[config.mk]
export PLATFORM = sky130hd
export DESIGN_NAME = reg_wb_queue
export DESIGN_NICKNAME = d
export VERILOG_FILES = /design/src/rtl/reg_wb_queue.sv
export SDC_FILE = /design/constraint.sdc
export NUM_CORES = 1
export LEC_CHECK = 0
export ABC_AREA = 1
export CORE_MARGIN = 4
export CORE_UTILIZATION = 40
export DETAILED_ROUTE_END_ITERATION = 8
export PLACE_DENSITY = 0.74
export SYNTH_ARGS = -nofsm -noshare
export SYNTH_HDL_FRONTEND = slang
export SYNTH_SLANG_ARGS = --single-unit
[constraint.sdc]
create_clock -name clk -period 9.3 [get_ports clk]
set_input_delay 0.93 -clock clk [delete_from_list [all_inputs] [get_ports clk]]
set_output_delay 0.93 -clock clk [all_outputs]
set_load 0.01 [all_outputs]
[src/rtl/reg_wb_queue.sv]
// reg_wb_queue: write-side companion of the 15-entry register file.
// It buffers writebacks from two pipeline sources (load return and ALU),
// drains at most one regfile write per cycle on we3/wa3/wd3, and publishes
// a per-register pending mask so decode can stall on RAW hazards.
//
// Ports:
//   clk, reset                 clock (rising edge), async active-high reset
//   alu_valid/alu_rd/alu_data  ALU writeback request
//   mem_valid/mem_rd/mem_data  load-return writeback request
//   in_ready                   both sources may enqueue this cycle
//   we3/wa3/wd3                registered regfile write port
//   pending[14:0]              register r has a queued or in-flight write
//   empty                      queue and output stage both idle
//   err[1:0]                   sticky: [0] overflow drop, [1] r15 write dropped
//   fa1/fa2 -> fhit1/fdata1, fhit2/fdata2   forwarding lookups
//
// Optional feature: define REG_WB_QUEUE_FWD_EN to build the forwarding
// lookup. Without it fhit*/fdata* are tied to zero.

module reg_wb_queue #(
    parameter int DEPTH = 4,
    parameter int DW    = 32
) (
    input  logic          clk,
    input  logic          reset,
    input  logic          alu_valid,
    input  logic [3:0]    alu_rd,
    input  logic [DW-1:0] alu_data,
    input  logic          mem_valid,
    input  logic [3:0]    mem_rd,
    input  logic [DW-1:0] mem_data,
    output logic          in_ready,
    output logic          we3,
    output logic [3:0]    wa3,
    output logic [DW-1:0] wd3,
    output logic [14:0]   pending,
    output logic          empty,
    output logic [1:0]    err,
    input  logic [3:0]    fa1,
    input  logic [3:0]    fa2,
    output logic          fhit1,
    output logic          fhit2,
    output logic [DW-1:0] fdata1,
    output logic [DW-1:0] fdata2
);

    localparam int AW = $clog2(DEPTH);
    localparam int CW = AW + 1;
    localparam logic [CW-1:0] DEPTH_M2 = CW'(DEPTH - 2);

    logic [3:0]    rd_q_r   [DEPTH];
    logic [DW-1:0] data_q_r [DEPTH];
    logic [AW-1:0] head_r;
    logic [AW-1:0] tail_r;
    logic [CW-1:0] count_r;
    logic          we3_r;
    logic [3:0]    wa3_r;
    logic [DW-1:0] wd3_r;
    logic [1:0]    err_r;

    logic          in_ready_s;
    logic          mem_enq_s;
    logic          alu_enq_s;
    logic          deq_s;
    logic [1:0]    enq_n_s;
    logic [AW-1:0] alu_slot_s;
    logic [DEPTH-1:0] valid_s;
    logic [14:0]   pending_s;

    // Enqueue/dequeue decisions; in_ready needs two free slots so both sources can always land.
    always_comb begin
        in_ready_s = (count_r <= DEPTH_M2);
        mem_enq_s  = mem_valid && in_ready_s && (mem_rd != 4'd15);
        alu_enq_s  = alu_valid && in_ready_s && (alu_rd != 4'd15);
        deq_s      = (count_r != {CW{1'b0}});
        enq_n_s    = {1'b0, mem_enq_s} + {1'b0, alu_enq_s};
        // mem is the older instruction, so it takes the tail slot first
        alu_slot_s = mem_enq_s ? (tail_r + AW'(1'b1)) : tail_r;
    end

    // Per-slot occupancy: slot i is live when its distance from head is below count.
    always_comb begin
        valid_s = {DEPTH{1'b0}};
        for (int i = 0; i < DEPTH; i++) begin
            valid_s[i] = ({1'b0, AW'(AW'(i) - head_r)} < count_r);
        end
    end

    // Pending mask: any live queue entry or the output stage targeting register r.
    always_comb begin
        pending_s = 15'd0;
        for (int r = 0; r < 15; r++) begin
            for (int i = 0; i < DEPTH; i++) begin
                pending_s[r] = pending_s[r] | (valid_s[i] && (rd_q_r[i] == 4'(r)));
            end
            pending_s[r] = pending_s[r] | (we3_r && (wa3_r == 4'(r)));
        end
    end

    // Queue storage, pointers, output stage and sticky error flags.
    always_ff @(posedge clk or posedge reset) begin
        if (reset) begin
            for (int i = 0; i < DEPTH; i++) begin
                rd_q_r[i]   <= 4'd0;
                data_q_r[i] <= {DW{1'b0}};
            end
            head_r  <= {AW{1'b0}};
            tail_r  <= {AW{1'b0}};
            count_r <= {CW{1'b0}};
            we3_r   <= 1'b0;
            wa3_r   <= 4'd0;
            wd3_r   <= {DW{1'b0}};
            err_r   <= 2'b00;
        end else begin
            if (mem_enq_s) begin
                rd_q_r[tail_r]   <= mem_rd;
                data_q_r[tail_r] <= mem_data;
            end
            if (alu_enq_s) begin
                rd_q_r[alu_slot_s]   <= alu_rd;
                data_q_r[alu_slot_s] <= alu_data;
            end
            if (deq_s) begin
                we3_r  <= 1'b1;
                wa3_r  <= rd_q_r[head_r];
                wd3_r  <= data_q_r[head_r];
                head_r <= head_r + AW'(1'b1);
            end else begin
                we3_r  <= 1'b0;
            end
            tail_r  <= tail_r + AW'(enq_n_s);
            count_r <= count_r + CW'(enq_n_s) - CW'(deq_s);
            err_r[0] <= err_r[0]
                      | (mem_valid && (mem_rd != 4'd15) && !in_ready_s)
                      | (alu_valid && (alu_rd != 4'd15) && !in_ready_s);
            err_r[1] <= err_r[1]
                      | (mem_valid && (mem_rd == 4'd15))
                      | (alu_valid && (alu_rd == 4'd15));
        end
    end

`ifdef REG_WB_QUEUE_FWD_EN
    // Forwarding lookup: walk oldest to youngest so the youngest match is the one left standing.
    always_comb begin
        fhit1  = we3_r && (wa3_r == fa1) && (fa1 != 4'd15);
        fdata1 = fhit1 ? wd3_r : {DW{1'b0}};
        fhit2  = we3_r && (wa3_r == fa2) && (fa2 != 4'd15);
        fdata2 = fhit2 ? wd3_r : {DW{1'b0}};
        for (int k = 0; k < DEPTH; k++) begin
            if (valid_s[head_r + AW'(k)] && (rd_q_r[head_r + AW'(k)] == fa1) && (fa1 != 4'd15)) begin
                fhit1  = 1'b1;
                fdata1 = data_q_r[head_r + AW'(k)];
            end else begin
                fdata1 = fdata1;
            end
            if (valid_s[head_r + AW'(k)] && (rd_q_r[head_r + AW'(k)] == fa2) && (fa2 != 4'd15)) begin
                fhit2  = 1'b1;
                fdata2 = data_q_r[head_r + AW'(k)];
            end else begin
                fdata2 = fdata2;
            end
        end
    end
`else
    logic fwd_unused_s;
    assign fwd_unused_s = ^{fa1, fa2};
    assign fhit1  = 1'b0;
    assign fhit2  = 1'b0;
    assign fdata1 = {DW{1'b0}};
    assign fdata2 = {DW{1'b0}};
`endif

    assign in_ready = in_ready_s;
    assign we3      = we3_r;
    assign wa3      = wa3_r;
    assign wd3      = wd3_r;
    assign pending  = pending_s;
    assign empty    = (count_r == {CW{1'b0}}) && !we3_r;
    assign err      = err_r;

endmodule

## Yosys cells after proc, flatten, opt, wreduce, memory -nomap -nowiden

Index checks and enable logic that the tools add are counted.
W data, S select, Z words.

- Bits in registers: 190
- Bits of input ports: 84
- Logic and storage cells: 297

- Add/sub/neg operators: 10
- Order comparisons: 10
- Equality and inequality tests: 74
- Muxes and demuxes: 24
- Bitwise logic cells: 67
- Reductions and logical operators: 97

Operators by type and width:

| operator | number |
|---|---|
| $bwmux W128 | 2 |
| $mux W128 | 2 |
| $eq A4 B4 Y1 const B | 37 |
| $demux W32 S2 | 2 |
| $mux W32 | 4 |
| $logic_and A1 B1 Y1 | 88 |
| $eq A4 B3 Y1 const B | 20 |
| $bmux W32 S2 | 1 |
| $or A1 B1 Y1 | 64 |
| $eq A4 B2 Y1 const B | 10 |
| $bwmux W16 | 2 |
| $mux W16 | 2 |
| $eq A4 B1 Y1 const B | 5 |
| $logic_not A4 Y1 | 5 |
| $demux W4 S2 | 2 |
| $mux W4 | 4 |
| $lt A2 B3 Y1 | 4 |
| $ge A3 B3 Y1 const B | 3 |
| $not A2 Y3 | 3 |
| $bmux W4 S2 | 1 |
| $ne A4 B4 Y1 const B | 2 |
| $lt A3 B1 Y1 const B | 2 |
| $add A2 B1 Y2 const B | 2 |
| $sub A1 B2 Y2 const A | 2 |
| other kinds (11) | 13 |

## Logic depth before layout (Yosys ltp)

Gate-level depths: netlist of run 1.

- Word-level depth: 11
- Gate-level depth with buffers: 14
- Gate-level depth less buffers: 12

## Least setup slack after synthesis of run 1

Ideal clock, no wire load.

- Path kind: input port to flip-flop
- Start point: input port alu_rd[1]
- End point: register count_r[2]
- Arrival: 3.123 ns
- Required time: 9.171 ns
- Path slack: 6.048 ns
- Cell stages on the path: 14
- Path through: nand2_1 nor2_1 nor3_4 buf_6 buf_2 ha_1 inv_1 ha_1 inv_1 ha_1 inv_1 fa_1 xnor2_1 xor2_1

- Word-level cells in the longest chain between the ends: 5

RTL lines:

| what | RTL line | text |
|---|---|---|
| start, declared | 27 | `input logic [3:0] alu_rd,` |
| $ne A4 B4 Y1 | 74 | `alu_enq_s = alu_valid && in_ready_s && (alu_rd != 4'd15);` |
| $logic_and A1 B1 Y1 | 74 |  |
| $add A1 B1 Y2 | 76 | `enq_n_s = {1'b0, mem_enq_s} + {1'b0, alu_enq_s};` |
| $add A3 B2 Y3 | 132 | `count_r <= count_r + CW'(enq_n_s) - CW'(deq_s);` |
| $sub A3 B1 Y3 | 132 |  |
| end signal, assigned | 109 | `count_r <= {CW{1'b0}};` |
| end signal, assigned | 132 |  |
| end, declared | 55 | `logic [CW-1:0] count_r;` |

Every way passes these cells.
A chain may end at the register's enable or synchronous reset.

## Worst setup path after layout of run 1

- Start point: register head_r[0]
- End point: output port pending[7]

- Word-level cells in the longest chain between the ends: 7
- Elaborated cells on any way between the ends: 16
- Classes of those cells: add/sub: 4; order compare: 4; bitwise: 4; reduce/logical: 4

RTL lines:

| what | RTL line | text |
|---|---|---|
| start, declared | 53 | `logic [AW-1:0] head_r;` |
| start signal, assigned | 107 | `head_r <= {AW{1'b0}};` |
| start signal, assigned | 127 | `head_r <= head_r + AW'(1'b1);` |
| $sub A1 B2 Y2 | 85 | `valid_s[i] = ({1'b0, AW'(AW'(i) - head_r)} < count_r);` |
| $lt A2 B3 Y1 | 85 |  |
| $logic_and A1 B1 Y1 | 94 | `pending_s[r] = pending_s[r] \| (valid_s[i] && (rd_q_r[i] == 4'(r)));` |
| $or A1 B1 Y1 (2 in a row) | 94 |  |
| $or A1 B1 Y1 (*) | 94 |  |
| $or A1 B1 Y1 (*) | 96 | `pending_s[r] = pending_s[r] \| (we3_r && (wa3_r == 4'(r)));` |
| end, declared | 36 | `output logic [14:0] pending,` |

Mark *: on every way between the ends. The rest lies on a longest branch, timed or not.

==> flow_summary.toml, run 1 <==
[sta]
grt_setup_unrepaired = "false"
finalCriticalPeriod_ns = 4.81
period_share = 0.518
clock.fmax_mhz = 208
setup_slack_ns = 4.49
fin_setup_tns_ns = 0
max_slew_margin = 0.192
finalHoldViolCount = 0
worst_pin_slew_ns = 1.21
finClkSkew_ns = 0.0117
setup_violations = 0
slew_violations = 0

[grt]
grt.overflow.total = 0
grt_pass1_wl_um = 55900
antenna_found_initial = 1
grt_usage = 0.220
grt_max_degree = 128
grt_pass1_vias = 10600

[logic_synthesis]
yosysWarnings = 0
ys_types = 34
yosys-top-cells-count = "nand2_1 (652), dfrtp_1 (190), o21ai_0 (159)"
synth_area_um2 = 11700
avgSynthCellArea_um2 = 7.16
synth_flop_cell = "dfrtp_1"
yosysTopAreaCell = "dfrtp_1"
synth_enable_flop_cells = 0
synth_top_area_frac = 0.406
syn_inst = 1635
synth_most_common_cell = "nand2_1"
synth.area.top_cells = "dfrtp_1 (41%), nand2_1 (21%), nand4_1 (8.0%), o21ai_0 (6.8%), buf_4 (4.9%)"
synthArstFlopShare = 1.00
seq_area_frac_synth = 0.406
synth-seq-cells = 190

[route]
vias = 11000
wl_um = 35300
final_antenna_net_count = 0
vias_per_cell = 5.29
firstDrtPassIters = 5
dr.first_iter.drc_count = 1093
drcViolationCount = 0
wl_per_cell_um = 16.9

[cells_and_area]
multiInputGateArea_um2 = 5840
area_delta_synth_final_pct = 14.8
fillCellCount = 2833
regArea_um2 = 4750
drive_gt1_frac = 0.0429
num-nets-final = 1785

[floorplanning]
rows = 62
start_util = 0.407
die_area_um2 = 32100
num_io_pins = 206
die_h_um = 179
die_w_um = 179
coreArea_um2 = 28800

[run_status]
outcome = "completed"

[cts]
post_cts_resized = 0
cts_tree = "done"
htreeDepth = 4
clock_latency_ns = 0.44
cts.reportedPaths.clkPinSlew_ns = 0.08
root_buffer = "clkbuf_16"
postCtsSetupRepairBufs = 0
cts_made_buffers = 17
cts_sinks = 190
hold_buffers = 0
clock_path_buffers = 2

[setup_path]
cp.arrival_ns = 3.88
crit_path_top_delay_cell = "nor2_4"
path_class = "register to output port"
cp_common_cell = "nand2_1"
end_kind = "output port"
start_kind = "register"
path_cells = "nor2_4 -> inv_1 -> nand2_1 -> inv_1 -> ha_1 -> nand3_1 -> nand2_1 -> nor3_1 -> nand2_1 -> nand3_1 -> clkdlybuf4s50_1"
required_ns = 8.37
crit_family = "simple AND/OR/NAND/NOR gates"
cpPeakStageDelay_ns = 0.96
reg2reg_slack_ns = 5.81
path_max_fanout = 37
cp.buffers_inverters = 3

[placement]
pre_cts_slack_ns = 4.95
place_congestion = 0.852
hpwl_um = 20400
port_buffers = 131

[power]
worst_ir_drop_vdd_mv = 0.242
power.density_nw_per_um2 = 351
p_leak_nw = 6.62

[job]
cap_violations = 0

[worst_hold_path]
holdCritPathClass = "register to register"
## state kept, by name (all words and copies together) (netlist names)
name      cells
data_q_r    128
rd_q_r       16
we3           1
err           2
count_r       3
head_r        2
tail_r        2
wd3          32
wa3           4
## layer usage
layer,wire length (µm),global-route usage,vias up
met5,0,0,-
met4,823,0.0809,0
met3,2620,0.0306,52
met2,17200,0.372,463
met1,14700,0.286,5123
li1,-,-,5395
## stage by stage
stage          power, W  area (µm²)  instances  hold slack, ns   util
3_3_place_gp    0.00387       12800       2052           0.449  0.446
6_report        0.00471       13400       2085           0.480  0.467
5_1_grt         0.00512       13400       2085           0.486  0.467
4_1_cts         0.00470       13400       2084           0.473  0.467
3_5_place_dp    0.00394       12800       2052           0.458  0.446
2_1_floorplan   0.00316       11900       1700           0.482      -
## worst reg2reg max path, cell delays in order (launching register included)
cell	delay, ns
dfrtp_1	0.41
inv_2	0.24
nand3_4	0.17
nor2_8	0.19
nand2_1	0.09
nand2_2	0.07
buf_4	0.69
nand3_2	1.11
nand2_1	0.31
nand2_1	0.08
## final timing paths
path / start / end / cells past startpoint
hold reg to reg: err[0]$_DFF_PP0_ / err[0]$_DFF_PP0_ / 1
min in group asynchronous: reset / data_q_r[91]$_DFF_PP0_ / 2
setup reg to reg: count_r[2]$_DFF_PP0_ / data_q_r[4]$_DFF_PP0_ / 9
setup / recovery: head_r[0]$_DFFE_PP0P_ / pending[7] / 11
hold / removal: err[0]$_DFF_PP0_ / err[0]$_DFF_PP0_ / 1
max in group asynchronous: reset / data_q_r[104]$_DFF_PP0_ / 3
## layout make-up
type,instances,share of cell area
diodes,1,0.000186
clock buffers,17,0.0317
well taps,384,0.0358
clock inverters,15,0.0133
multi-input cells,1245,0.435
inverters,89,0.0254
repair buffers,144,0.105
flip-flops and latches,190,0.354
## cells by family after synthesis
logic type	after synthesis	share of synthesized area
adder cells (fa/ha/maj)	14	0.0156
AO/OA/AOI/OAI	236	0.113
AND/OR/NAND/NOR	924	0.343
flip-flops	190	0.406
XOR/XNOR	5	0.00374
other	1	0.000320
buffers and inverters	265	0.118
## layout by cell type (no fill, tap or decap), types with 9 or more instances in the layout
cell type,synthesis,layout
a21oi_1,23,23
a22oi_1,21,21
a31oi_1,12,12
a41oi_1,16,16
buf_4,76,13
clkbuf_16,0,17
clkdlybuf4s50_1,0,131
conb_1,1,66
dfrtp_1,190,190
ha_1,13,13
inv_1,87,86
nand2_1,652,645
nand2_2,4,11
nand3_1,28,28
nand4_1,150,150
nor2_1,68,67
nor3_1,9,9
o21ai_0,159,159
## where the power goes
| group | switching, W | total, W | leakage, nW | internal (W) |
|---|---|---|---|---|
| registers | 0.000261 | 0.00147 | 2.38 | 0.00121 |
| clock network | 0.000353 | 0.000760 | 0.293 | 0.000407 |
| logic | 0.00163 | 0.00248 | 3.94 | 0.000854 |
| total | 0.00224 | 0.00471 | 6.62 | 0.00247 |
Note: power is estimated with default switching activity, not from simulation.
==> run 2, diff against run 1 <==
--- a/config.mk
+++ b/config.mk
@@ -9,7 +9,7 @@
 export CORE_MARGIN = 4
 export CORE_UTILIZATION = 40
 export DETAILED_ROUTE_END_ITERATION = 8
-export PLACE_DENSITY = 0.74
+export PLACE_DENSITY = 0.77
 export SYNTH_ARGS = -nofsm -noshare
 export SYNTH_HDL_FRONTEND = slang
 export SYNTH_SLANG_ARGS = --single-unit
==> constraint.sdc (replaced) <==
create_clock -name clk -period 3.9 [get_ports clk]
set_input_delay 0.39 -clock clk [delete_from_list [all_inputs] [get_ports clk]]
set_output_delay 0.39 -clock clk [all_outputs]
set_load 0.01 [all_outputs]
==> run 2 against run 1 <==
Hold slack got worse by 0.012 ns; critical path type unchanged; first-iteration DRC count fell by 0.37%; global-route usage rose by 0.096 points; combinational power rose by 140%; non-clock buffer count rose by 8; critical endpoint is now pending[4]; highest routed layer is now met5.
==> flow_summary.toml, run 2 (synthesized netlist as in run 1, its figures left out) <==
[setup_path]
start_kind = "register"
rr_startpoint = "count_r[2]$_DFF_PP0_"
cp.arrival_ns = 3.21
required_ns = 3.51
end_kind = "output port"
reg2regPathDepth = 7
critPathLaunch = "head_r[0]$_DFFE_PP0P_"
path_max_fanout = 6
reg2reg_slack_ns = 0.97
path_class = "register to output port"
crit_path_end = "pending[4]"
r2r_end = "data_q_r[39]$_DFF_PP0_"

[floorplanning]
start_util = 0.407
die_w_um = 179
num_io_pins = 206
coreArea_um2 = 28800
die_h_um = 179
die_area_um2 = 32100
rows = 62

[power]
power.density_nw_per_um2 = 836
p_leak_nw = 6.69
clock_power_share = 0.160
p_total_w = 0.0113
worst_ir_drop_vdd_mv = 0.446
pwr-share-comb = 0.531
seqPwrFrac = 0.309
netSwitchingFraction = 0.474
power.switching_w = 0.00537
internal-power_w = 0.00597

[placement]
place_congestion = 0.904
pre_cts_slack_ns = 0.746
port_buffers = 131
hpwl_um = 21800

[route]
wl_um = 35800
firstDrtPassIters = 6
final_antenna_net_count = 0
drcViolationCount = 0
vias_per_cell = 5.38
dr.first_iter.drc_count = 1089
wl_per_cell_um = 17.1
vias = 11300

[grt]
grt_max_degree = 81
grt_pass1_vias = 10600
grt_pass1_wl_um = 56100
grt.overflow.total = 0
antenna_found_initial = 2
grt_usage = 0.221

[sta]
setup_slack_ns = 0.301
slew_violations = 0
fin_setup_tns_ns = 0
worst_pin_slew_ns = 1.16
finalHoldViolCount = 0
max_slew_margin = 0.222
clock.fmax_mhz = 278
period_share = 0.923
finClkSkew_ns = 0.0125
grt_setup_unrepaired = "false"
finalCriticalPeriod_ns = 3.60
setup_violations = 0
hold_slack_ns = 0.468

[job]
cap_violations = 0

[cts]
post_cts_resized = 0
clock_latency_ns = 0.44
root_buffer = "clkbuf_16"
cts_sinks = 190
cts_made_buffers = 17
postCtsSetupRepairBufs = 0
htreeDepth = 4
clock_path_buffers = 2
cts_tree = "done"
hold_buffers = 0
cts.reportedPaths.clkPinSlew_ns = 0.08

[cells_and_area]
top_register = "data_q_r"
area_delta_synth_final_pct = 15.9
fillCellCount = 2800
largest_register_ffs = 128
num-nets-final = 1793
multiInputGateArea_um2 = 5840
utilization = 0.471
final_cell_mix = "nand2_1 (645), dfrtp_1 (190), o21ai_0 (159), nand4_1 (150), clkdlybuf4s50_1 (131)"
regArea_um2 = 4750
layout_commonest_cell = "nand2_1"
drive_gt1_frac = 0.0474

[worst_hold_path]
holdCritPathClass = "register to register"

[run_status]
outcome = "completed"
-- run 2: power by group through the flow --
stage | clock network, W | registers, W | logic (W)
floorplan | 0 | 0.00342 | 0.00411
global route | 0.00192 | 0.00362 | 0.00675
detailed placement | 0 | 0.00352 | 0.00595
finish | 0.00182 | 0.00350 | 0.00602
global placement | 0 | 0.00349 | 0.00583
CTS | 0.00184 | 0.00350 | 0.00598
-- run 2: area by class of cell --
class | instances | area share
Multi-Input combinational cell | 1245 | 0.431
Tap cell | 384 | 0.0354
Clock buffer | 19 | 0.0334
Antenna cell | 1 | 0.000184
Sequential cell | 190 | 0.350
Clock inverter | 13 | 0.0113
Timing Repair Buffer | 152 | 0.114
Inverter | 89 | 0.0249
-- run 2: worst min path at each step --
| stage | start | to | slack (ns) | cells past startpoint |
|---|---|---|---|---|
| final | err[0]$_DFF_PP0_ | err[0]$_DFF_PP0_ | 0.47 | 1 |
| after global routing | err[0]$_DFF_PP0_ | err[0]$_DFF_PP0_ | 0.49 | 1 |
| after CTS | err[0]$_DFF_PP0_ | err[0]$_DFF_PP0_ | 0.47 | 1 |
| after detailed placement | err[0]$_DFF_PP0_ | err[0]$_DFF_PP0_ | 0.45 | 1 |
| after global placement | err[0]$_DFF_PP0_ | err[0]$_DFF_PP0_ | 0.45 | 1 |
| after floorplan | count_r[2]$_DFF_PP0_ | count_r[2]$_DFF_PP0_ | 0.48 | 1 |
-- run 2: routing by layer --
layer	wire, µm	track usage
met5	13	0
met4	756	0.0819
met3	2680	0.0314
met2	17300	0.370
met1	15000	0.290
-- run 2: stage by stage --
stage / cells / area, µm²
2_1_floorplan: 1700 / 12000
3_3_place_gp: 2060 / 13000
3_5_place_dp: 2060 / 13000
4_1_cts: 2092 / 13600
5_1_grt: 2093 / 13600
6_report: 2093 / 13600
-- run 2: critical path: stages (launching register included) --
cell	delay (ns)
dfrtp_1	0.53
nand2_1	0.26
nand2_1	0.19
inv_1	0.06
ha_1	0.27
nand3_1	0.12
nand2_1	0.13
nor3_1	0.42
nand2_1	0.13
nand3_1	0.13
clkdlybuf4s50_1	0.54
==> run 3, diff against run 2 <==
--- a/config.mk
+++ b/config.mk
@@ -9,7 +9,7 @@
 export CORE_MARGIN = 4
 export CORE_UTILIZATION = 40
 export DETAILED_ROUTE_END_ITERATION = 8
-export PLACE_DENSITY = 0.77
+export PLACE_DENSITY = 0.74
 export SYNTH_ARGS = -nofsm -noshare
 export SYNTH_HDL_FRONTEND = slang
 export SYNTH_SLANG_ARGS = --single-unit
==> constraint.sdc (replaced) <==
create_clock -name clk -period 4.35 [get_ports clk]
set_input_delay 0.435 -clock clk [delete_from_list [all_inputs] [get_ports clk]]
set_output_delay 0.435 -clock clk [all_outputs]
set_load 0.01 [all_outputs]
==> run 3 against run 2 <==
Core utilization is 0.31 points lower; critical endpoint is now pending[7]; register-to-register slack better by 0.21 ns; power shrank 11%; count of clock-buffer cells in the layout down 2; via count decreased by 1.2%; hold slack lost 0.039 ns; sequential cell count did not move; clock skew barely moved; global-route usage about the same.
==> flow_summary.toml, run 3 (synthesized netlist as in run 1, its figures left out) <==
[cts]
htreeDepth = 4
postCtsSetupRepairBufs = 0
clock_latency_ns = 0.44
clock_path_buffers = 2
hold_buffers = 0
cts_sinks = 190
cts_made_buffers = 17
cts_tree = "done"
cts.reportedPaths.clkPinSlew_ns = 0.07
root_buffer = "clkbuf_16"
post_cts_resized = 0

[grt]
grt_usage = 0.221
grt_pass1_vias = 10400
grt.overflow.total = 0
grt_pass1_wl_um = 56000
grt_max_degree = 129
antenna_found_initial = 1

[route]
wl_per_cell_um = 17.1
vias = 11100
drcViolationCount = 0
final_antenna_net_count = 0
vias_per_cell = 5.31
wl_um = 35700
firstDrtPassIters = 5
dr.first_iter.drc_count = 957

[setup_path]
cpPeakStageDelay_ns = 0.54
path_class = "register to output port"
cp.arrival_ns = 3.16
end_kind = "output port"
path_max_fanout = 6
crit_path_top_delay_cell = "clkdlybuf4s50_1"
required_ns = 3.91
cp_common_cell = "nand2_1"
cp.buffers_inverters = 2
start_kind = "register"
path_cells = "nand2_1 -> nand2_1 -> inv_1 -> ha_1 -> nand3_1 -> nand2_1 -> nor3_1 -> nand2_1 -> nand3_1 -> clkdlybuf4s50_1"
crit_family = "simple AND/OR/NAND/NOR gates"

[floorplanning]
num_io_pins = 206
die_h_um = 179
start_util = 0.407
die_w_um = 179
rows = 62
coreArea_um2 = 28800
die_area_um2 = 32100

[sta]
worst_pin_slew_ns = 1.20
slew_violations = 0
clock.fmax_mhz = 278
finalHoldViolCount = 0
fin_setup_tns_ns = 0
max_slew_margin = 0.200
grt_setup_unrepaired = "false"
setup_violations = 0
finClkSkew_ns = 0.0126
period_share = 0.826
finalCriticalPeriod_ns = 3.59

[cells_and_area]
largest_register_ffs = 128
drive_gt1_frac = 0.0480
finalInstanceArea_um2 = 13500
utilization = 0.468
num-nets-final = 1794
final_cell_mix = "nand2_1 (645), dfrtp_1 (190), o21ai_0 (159), nand4_1 (150), clkdlybuf4s50_1 (131)"
fillCellCount = 2896
regArea_um2 = 4750
area_delta_synth_final_pct = 15.2
multiInputGateArea_um2 = 5840
top_register = "data_q_r"
layout_commonest_cell = "nand2_1"
final_cells = 2094

[placement]
hpwl_um = 21700
place_congestion = 0.857
dpl_cell_area_um2 = 12900
port_buffers = 131
placedCellCount = 2061

[run_status]
outcome = "completed"

[job]
cap_violations = 0

[power]
power.density_nw_per_um2 = 746
worst_ir_drop_vdd_mv = 0.509
p_total_w = 0.0100
p_leak_nw = 6.64

[worst_hold_path]
holdCritPathClass = "input pin to async pin"
-- run 3: per-layer routing --
layer,track usage,vias to the layer above,share of wire
met5,0,-,0
met3,0.0274,77,0.076
met1,0.295,5170,0.42
li1,-,5408,-
met2,0.369,471,0.48
met4,0.0780,0,0.029
-- run 3: path summary, 6_finish.rpt --
path                                        from                      to  slack, ns  cells past startpoint
min reg2reg                     err[0]$_DFF_PP0_        err[0]$_DFF_PP0_       0.46                      1
max                        head_r[0]$_DFFE_PP0P_              pending[7]       0.76                     10
min in group clk                err[0]$_DFF_PP0_        err[0]$_DFF_PP0_       0.46                      1
max in group asynchronous                  reset   data_q_r[4]$_DFF_PP0_       2.82                      3
min                                        reset  data_q_r[27]$_DFF_PP0_       0.43                      2
max reg2reg                 count_r[2]$_DFF_PP0_  data_q_r[14]$_DFF_PP0_       1.18                      8
-- run 3: final cells by class --
class,instances,share of cell area
antenna,1,0.000186
sequential,190,0.353
timing repair buffer,153,0.110
inverter,89,0.0251
clock inverter,15,0.0108
tap,384,0.0356
clock buffer,17,0.0316
multi-input combinational,1245,0.434
-- run 3: through the flow --
| step | hold slack (ns) | setup slack [ns] |
|---|---|---|
| after CTS | 0.445 | 0.735 |
| after detailed placement | 0.444 | 0.810 |
| after global placement | 0.444 | 0.844 |
| final | 0.429 | 0.757 |
| after global routing | 0.483 | 0.536 |
| after floorplan | 0.482 | 1.47 |
-- run 3: where the power goes --
group | switching [W] | internal [W] | total, W
Clock | 0.000770 | 0.000764 | 0.00153
Combinational | 0.00352 | 0.00186 | 0.00538
Sequential | 0.000556 | 0.00258 | 0.00314
Total | 0.00485 | 0.00520 | 0.0100
